`config.mk`:
```
export PLATFORM = sky130hd
export DESIGN_NAME = receptor_paridade
export DESIGN_NICKNAME = d
export VERILOG_FILES = /design/src/rtl/receptor_paridade_pkg.sv /design/src/rtl/receptor_paridade_calcula_paridade.sv /design/src/rtl/receptor_paridade.sv
export SDC_FILE = /design/constraint.sdc
export NUM_CORES = 1
export LEC_CHECK = 0
export ABC_AREA = 1
export ABC_CLOCK_PERIOD_IN_PS = 4890
export BUFFER_PORTS_ARGS = -buffer_cell sky130_fd_sc_hd__buf_4
export CAP_MARGIN = 40
export CORE_MARGIN = 2
export CORE_UTILIZATION = 59
export CTS_CLUSTER_SIZE = 12
export DETAILED_ROUTE_END_ITERATION = 16
export PLACE_DENSITY = 0.84
export SKIP_LAST_GASP = 1
export SLEW_MARGIN = 10
export SYNTH_ARGS = -nofsm -noshare
export SYNTH_HDL_FRONTEND = slang
export SYNTH_SLANG_ARGS = --single-unit
```
`constraint.sdc`:
```
create_clock -name clk -period 4.89 [get_ports clk]
set_input_delay 0.7335 -clock clk [delete_from_list [all_inputs] [get_ports clk]]
set_output_delay 0.7335 -clock clk [all_outputs]
set_load 0.01 [all_outputs]
```
`src/rtl/receptor_paridade_pkg.sv`:
```
// Shared definitions for the parity link (transmitter, injector, receiver).
package pacote_paridade;
  localparam int WORD_W     = 9;
  localparam int DATA_W     = 8;
  localparam int PARITY_IDX = 8;

  typedef enum logic {
    RECEBE  = 1'b0,
    ENTREGA = 1'b1
  } estado_t;
endpackage

```
`src/rtl/receptor_paridade_calcula_paridade.sv`:
```
// XOR reduction of a protected word; 0 means even parity holds.
module calcula_paridade #(
  parameter int W = 9
) (
  input  logic [W-1:0] word,
  output logic         paridade
);
  assign paridade = ^word;
endmodule

```
`src/rtl/receptor_paridade.sv`:
```
// Serial LSB-first receiver with even-parity check and error tracking.
// Define RECEPTOR_PARIDADE_CONTADOR_EN to build the saturating error counter.
//
// state   | meaning
// RECEBE  | shifting bits into word[idx]; in_ready=1
// ENTREGA | holding dado/erro_paridade; out_valid=1
module receptor_paridade
  import pacote_paridade::*;
#(
  parameter int DATA_W = pacote_paridade::DATA_W,
  parameter int CNT_W  = 8
) (
  input  logic              clk,
  input  logic              rst,
  input  logic              bit_in,
  input  logic              in_valid,
  output logic              in_ready,
  output logic [DATA_W-1:0] dado,
  output logic              erro_paridade,
  output logic              out_valid,
  input  logic              out_ready,
  input  logic              limpa,
  output logic              erro_flag,
  output logic [CNT_W-1:0]  erro_count
);
  localparam int IDX_W = $clog2(DATA_W + 1);
  localparam logic [IDX_W-1:0] IDX_LAST = IDX_W'(DATA_W);

  estado_t           estado;
  logic [IDX_W-1:0]  idx;
  logic [DATA_W:0]   word;
  logic [DATA_W:0]   word_next;
  logic              paridade;
  logic              fim;

  always_comb begin
    word_next = word;
    for (int i = 0; i <= DATA_W; i++) begin
      if (idx == IDX_W'(i)) word_next[i] = bit_in;
    end
  end

  // Parity is taken over the word including the bit accepted this cycle.
  calcula_paridade #(.W(DATA_W + 1)) u_paridade (
    .word     (word_next),
    .paridade (paridade)
  );

  assign fim       = (estado == RECEBE) && in_valid && (idx == IDX_LAST);
  assign in_ready  = (estado == RECEBE);
  assign out_valid = (estado == ENTREGA);

  always_ff @(posedge clk or posedge rst) begin
    if (rst) begin
      estado        <= RECEBE;
      idx           <= '0;
      word          <= '0;
      dado          <= '0;
      erro_paridade <= 1'b0;
    end else begin
      case (estado)
        RECEBE: begin
          if (in_valid) begin
            word <= word_next;
            if (idx == IDX_LAST) begin
              dado          <= word_next[DATA_W-1:0];
              erro_paridade <= paridade;
              idx           <= '0;
              estado        <= ENTREGA;
            end else begin
              idx <= idx + 1'b1;
            end
          end
        end
        ENTREGA: begin
          if (out_ready) estado <= RECEBE;
        end
        default: estado <= RECEBE;
      endcase
    end
  end

  // An error completing on the same edge as limpa wins over the clear.
  always_ff @(posedge clk or posedge rst) begin
    if (rst) begin
      erro_flag <= 1'b0;
    end else if (fim && paridade) begin
      erro_flag <= 1'b1;
    end else if (limpa) begin
      erro_flag <= 1'b0;
    end
  end

`ifdef RECEPTOR_PARIDADE_CONTADOR_EN
  logic [CNT_W-1:0] cnt;
  logic [CNT_W-1:0] cnt_base;

  assign cnt_base = limpa ? '0 : cnt;

  always_ff @(posedge clk or posedge rst) begin
    if (rst) begin
      cnt <= '0;
    end else if (fim && paridade && (cnt_base != '1)) begin
      cnt <= cnt_base + 1'b1;
    end else begin
      cnt <= cnt_base;
    end
  end

  assign erro_count = cnt;
`else
  assign erro_count = '0;
`endif

endmodule
```
# --- Word level (Yosys, flattened, before mapping) ---
# Cells that the tools add are included.
totals:
  register_bits: 24
  latch_bits: 0
  ram_bits: 0
  rom_bits: 0
  input_bits: 6
  output_inout_bits: 20
  memories: 0
classes:
  n_addsub: 1
  mul: 0
  n_div: 0
  magnitude_cmp: 0
  n_eq_ne: 8
  shifts: 0
  mux: 16
  bitwise_logic: 1
  reduce_logical: 8
ops:
  columns: ["operator", "n"]
  rows:
  - ["== test 4 x 3 -> 1 bit (second input constant)", 4]
  - ["two-way mux 1 bit", 14]
  - ["parity 9 bit", 1]
  - ["== test 4 x 2 -> 1 bit (second input constant)", 2]
  - ["adder 4 x 1 -> 4 bit (second input constant)", 1]
  - ["== test 4 x 1 -> 1 bit (second input constant)", 1]
  - ["== test 4 bit (second input constant)", 1]
  - ["zero test 4 bit", 1]
  - ["two-way mux 4 bit", 1]
  - ["logical AND 1 bit", 3]
  - ["AND reduction 3 bit", 1]
  - ["case mux 1 bit (2 select lines)", 1]
  - ["AND reduction 2 bit", 1]
  - ["nonzero test 2 bit", 1]
  - ["NOT 1 bit", 1]

# --- Logic depth before layout (Yosys ltp) ---
depth:
  word_depth: 5
  mapped_depth: 16
  mapped_depth_nobuf: 15

# --- Modules after synthesis ---
# A second synthesis with hierarchy kept.
hier_totals:
  cells_unflattened: 197
  hier_area_um2: 1485.2
modules_own_cells:
  columns: ["mod", "instances", "cells_each", "area_per_inst_um2"]
  rows:
  - ["receptor_paridade", 1, 159, 1321.3]
  - ["calcula_paridade", 1, 38, 163.9]

# --- Worst setup path before layout ---
# OpenSTA, ideal clock, no wires.
synth_path:
  path_type: "input to register"
  start: "input port bit_in"
  end: "register erro_flag"
  setup_time_ns: 0.118
  arrival_ns: 1.700
  t_required_ns: 4.772
  slack_ns: 3.072
  cell_stages: 13
  n_path_buf: 1
  cell_sequence: "buf_2 -> inv_1 -> nand3_1 -> nand2_2 -> nand2_2 -> nand2_4 -> inv_2 -> nand2_2 -> nand3_2 -> nand3_1 -> nand2_1 -> nand2_1 -> nand2_1"
synth_via:
  elab_chain_cells: 4
  elab_cells_between_ends: 13
  cone_classes: "mux: 10; reduce/logical: 3"
synth_lines:
  columns: ["item", "line_no", "text"]
  rows:
  - ["from (decl)", "receptor_paridade.sv:15", "input logic bit_in,"]
  - ["two-way mux 1 bit", "receptor_paridade.sv:39", "if (idx == IDX_W'(i)) word_next[i] = bit_in;"]
  - ["parity 9 bit *", "receptor_paridade_calcula_paridade.sv:8", "assign paridade = ^word;"]
  - ["logical AND 1 bit *", "receptor_paridade.sv:87", "end else if (fim && paridade) begin"]
  - ["two-way mux 1 bit / nonzero test 2 bit (equally long branches)", null, null]
  - ["to (signal assigned)", "receptor_paridade.sv:86", "erro_flag <= 1'b0;"]
  - ["to (signal assigned)", "receptor_paridade.sv:88", "erro_flag <= 1'b1;"]
  - ["to (signal assigned)", "receptor_paridade.sv:90", "erro_flag <= 1'b0;"]
  - ["to (decl)", "receptor_paridade.sv:23", "output logic erro_flag,"]
# Mark *: on every way between the ends. The rest lies on a longest branch, timed or not.
# A chain may end at the register's enable or synchronous reset.

# --- Final worst setup path ---
layout_path:
  start: "register idx[0]"
  end: "register erro_flag"
layout_via:
  elab_chain_cells: 5
  elab_cells_between_ends: 23
  cone_classes: "eq/ne: 8; mux: 10; reduce/logical: 5"
layout_lines:
  columns: ["item", "line_no", "text"]
  rows:
  - ["from (decl)", "receptor_paridade.sv:30", "logic [IDX_W-1:0] idx;"]
  - ["from (signal assigned)", "receptor_paridade.sv:71", "idx <= idx + 1'b1;"]
  - ["== test 4 x 1 -> 1 bit, or another cell as far along", "receptor_paridade.sv:39", null]
  - ["two-way mux 1 bit", "receptor_paridade.sv:39", null]
  - ["parity 9 bit", "receptor_paridade_calcula_paridade.sv:8", null]
  - ["logical AND 1 bit *", "receptor_paridade.sv:87", null]
  - ["two-way mux 1 bit / nonzero test 2 bit (equally long branches)", null, null]
# Marks and branches as above.

==> summary.md <==
| Metric | Value |
|---|---|
| Outcome | complete, no violations |
| Yosys warns | 0 |
| P_leak | 0.8623 nW |
| Buf/Inv on CP | 2 |
| Clock Latency Late Sink | 320 ps |
| F_max | 510.9 MHz |
| Crit path max fanout | 6 |
| Worst endpoint data arrival time | 2190 ps |
| Type of the worst setup path | register to register |
| CTS tree | yes |
| Die Span X | 53.11 um |
| Min Tclk post-route | 1957 ps |
| # nets final | 216 |
| Initial antenna violation count | 0 |
| Cts hold-fix bufs | 0 |
| Number of setup buffers added after CTS | 0 |
| Hold Crit Class | primary input to asynchronous set/reset pin |
| Most common cell on crit path | nand2_1 |
| Clk root buf | clkbuf_4 |
| Crit path max-delay family | simple AND/OR/NAND/NOR gates |
| Top-Level Pins | 26 |
| Routability congestion estimate | 0.7811 |
| Clock Tree Buf Depth | 2 |
| Sequential Area | 600.6 sq um |
| Htree depth | 1 |
| Most frequent cells in the layout | nand2_1 (60), dfrtp_1 (24), o21ai_0 (22), inv_1 (19), buf_4 (17) |
| Largest stage delay, worst path | 430 ps |
| Via Count | 1184 |
| Multi-input logic area | 659.4 sq um |
| RSZ-0062 raised after global routing | false |
| Required @ worst endpoint | 5120 ps |
| Layout Skew | 1.038 ps |
| Initial Util | 63.10% |
| Pre-CTS setup slack | 2847 ps |
| Total Routing Usage GR | 22.92% |
| Setup slack after layout | 2933 ps |
| Area Growth Syn to Fin | 11.35% |
| Largest net degree at the start of global routing | 20 |
| Slowest CP cell | dfrtp_1 |
| Avg Synthesized Cell Area | 7.527 sq um |
| Final Setup Violations | 0 |
| Global route overflow | 0 |
| Starting DRC count in detailed routing | 25 |
| Post-cts resize count | 0 |
| Setup tns final | 0 ps |
| Die area | 2820 sq um |
| FILL cells | 182 |
| Wirelength per Cell | 12.09 um |
| IO buf count | 17 |
| MaxCap Viol Count | 0 |
| CTS buffer count | 3 |
| Slew at the pin closest to its max-slew limit | 542.7 ps |
| Synth cell types | 23 |
| CP Launch Type | register |
| Row count | 17 |
| Routed vias/inst | 5.082 |
| Die H | 53.11 um |
| Period utilization | 40.03% |
| Crit path cell chain | inv_1, ha_1, nand3_1, o21ai_1, nand2b_1, nand3_1, nand2_1, inv_1, nand2_1, nand2_1, nand2_1, nand2_1 |
| Post-synthesis register bit count | 24 |
| Max Slew Vio Count | 0 |
| Total core area | 2255 sq um |
| TritonRoute pass-1 iters | 6 |
| Cell area after synthesis | 1423 sq um |
| Final Hold Viols | 0 |
| Drt drc | 0 |
| Seq/Total Area, Yosys | 42.22% |
| Total Wirelength | 2.817 mm |
| # diodes | 0 |
| Crit path capture type | register |
| Total power divided by cell area | 673.9 nW/um^2 |
| CTS clock-pin slew for the worst setup and hold paths | 140 ps |
| Final Util | 70.26% |
| First-pass GRT wire length | 4.616 mm |
| Layout cell share with drive strength beyond 1 | 20.49% |
| Antenna-violating nets left | 0 |
| Cells after Synth | 189 |
| Peak supply drop | 502.5 uV |
| Final HPWL DP | 2.128 mm |
| Vias in the first global route | 1085 |
| Most common cell after layout, fill and taps aside | nand2_1 |
| Rel. slew slack | 63.73% |
| Clock sinks | 24 |
-- area by class of cell --
class                      instances  area share [%]
clock inverter                     1           1.896
inverter                          25           5.924
multi-input combinational        134           41.63
sequential                        24           37.91
clock buffer                       3           1.422
tap                               28           2.212
timing repair buffer              18           9.005
-- power breakdown --
| part | internal, mW | switching, mW |
|---|---|---|
| Combinational | 0.217 | 0.358 |
| Clock | 0.0829 | 0.0657 |
| Sequential | 0.280 | 0.0643 |
-- cells by family (layout without fill, tap and decap cells) --
family          count (synthesis)  after routing  share of synthesized area [%]
other cells                     1              8                         0.2636
xor+xnor                        1              1                         0.6158
fa+ha+maj                       4              4                          3.518
compound gates                 26             26                          9.147
buf+inv                        38             47                          13.28
simple gates                   95             95                          30.96
flops                          24             24                          42.22
-- flip-flops by register name (all words and copies together), names as in the netlist --
| signal | flops |
|---|---|
| erro_flag | 1 |
| word | 9 |
| erro_paridade | 1 |
| dado | 8 |
| out_valid | 1 |
| idx | 4 |
-- final timing paths --
kind                              start        end  slack [ps]  cells after the start
worst max-delay path             idx[0]  erro_flag        2930                     12
worst max register to register   idx[0]  erro_flag        2930                     12
min in group clk                dado[6]    dado[6]         500                      2
worst min register to register  dado[6]    dado[6]         500                      2
worst min-delay path                rst    word[4]         430                      2
max in group asynchronous           rst     idx[1]        4000                      3
-- routing by layer --
| layer | part of all wire [%] | wire length, um | track usage, % | up-vias |
|---|---|---|---|---|
| met4 | 1.7 | 49 | 9.829 | 0 |
| met2 | 50 | 1408 | 37.50 | 35 |
| li1 | - | - | - | 607 |
| met5 | 0 | 0 | 0 | - |
| met3 | 5.0 | 142 | 3.672 | 6 |
| met1 | 43 | 1216 | 29.89 | 536 |
-- per-stage QoR --
step	cell area, sq um	power (mW)	instances	hold slack [ps]
4_1_cts	1584	1.073	233	442.7
2_1_floorplan	1449	0.7943	196	453.0
3_3_place_gp	1516	0.8902	228	464.0
3_5_place_dp	1531	0.9236	229	474.1
5_1_grt	1584	1.173	233	458.9
6_report	1584	1.067	233	425.6
-- cell usage after synthesis --
| master | count | area, sq um |
|---|---|---|
| nand2_1 | 60 | 225.2 |
| dfrtp_1 | 24 | 600.6 |
| o21ai_0 | 22 | 110.1 |
| inv_1 | 19 | 71.32 |
| nand3_1 | 16 | 80.08 |
| nand2_2 | 9 | 56.30 |
| buf_4 | 8 | 60.06 |
| inv_2 | 6 | 22.52 |
| ha_1 | 4 | 50.05 |
| nand3_2 | 3 | 30.03 |
| o21ai_1 | 3 | 15.01 |
| buf_6 | 2 | 22.52 |
| clkbuf_1 | 2 | 7.510 |
| nor2_1 | 2 | 7.510 |
| a21oi_1 | 1 | 5.000 |
| buf_2 | 1 | 5.000 |
| conb_1 | 1 | 3.750 |
| nand2_4 | 1 | 11.26 |
| nand2b_1 | 1 | 6.260 |
| nand4_1 | 1 | 6.260 |
| nor2_4 | 1 | 11.26 |
| nor4_1 | 1 | 6.260 |
| xor2_1 | 1 | 8.760 |
No activity file was read; power rests on OpenSTA's default activity.
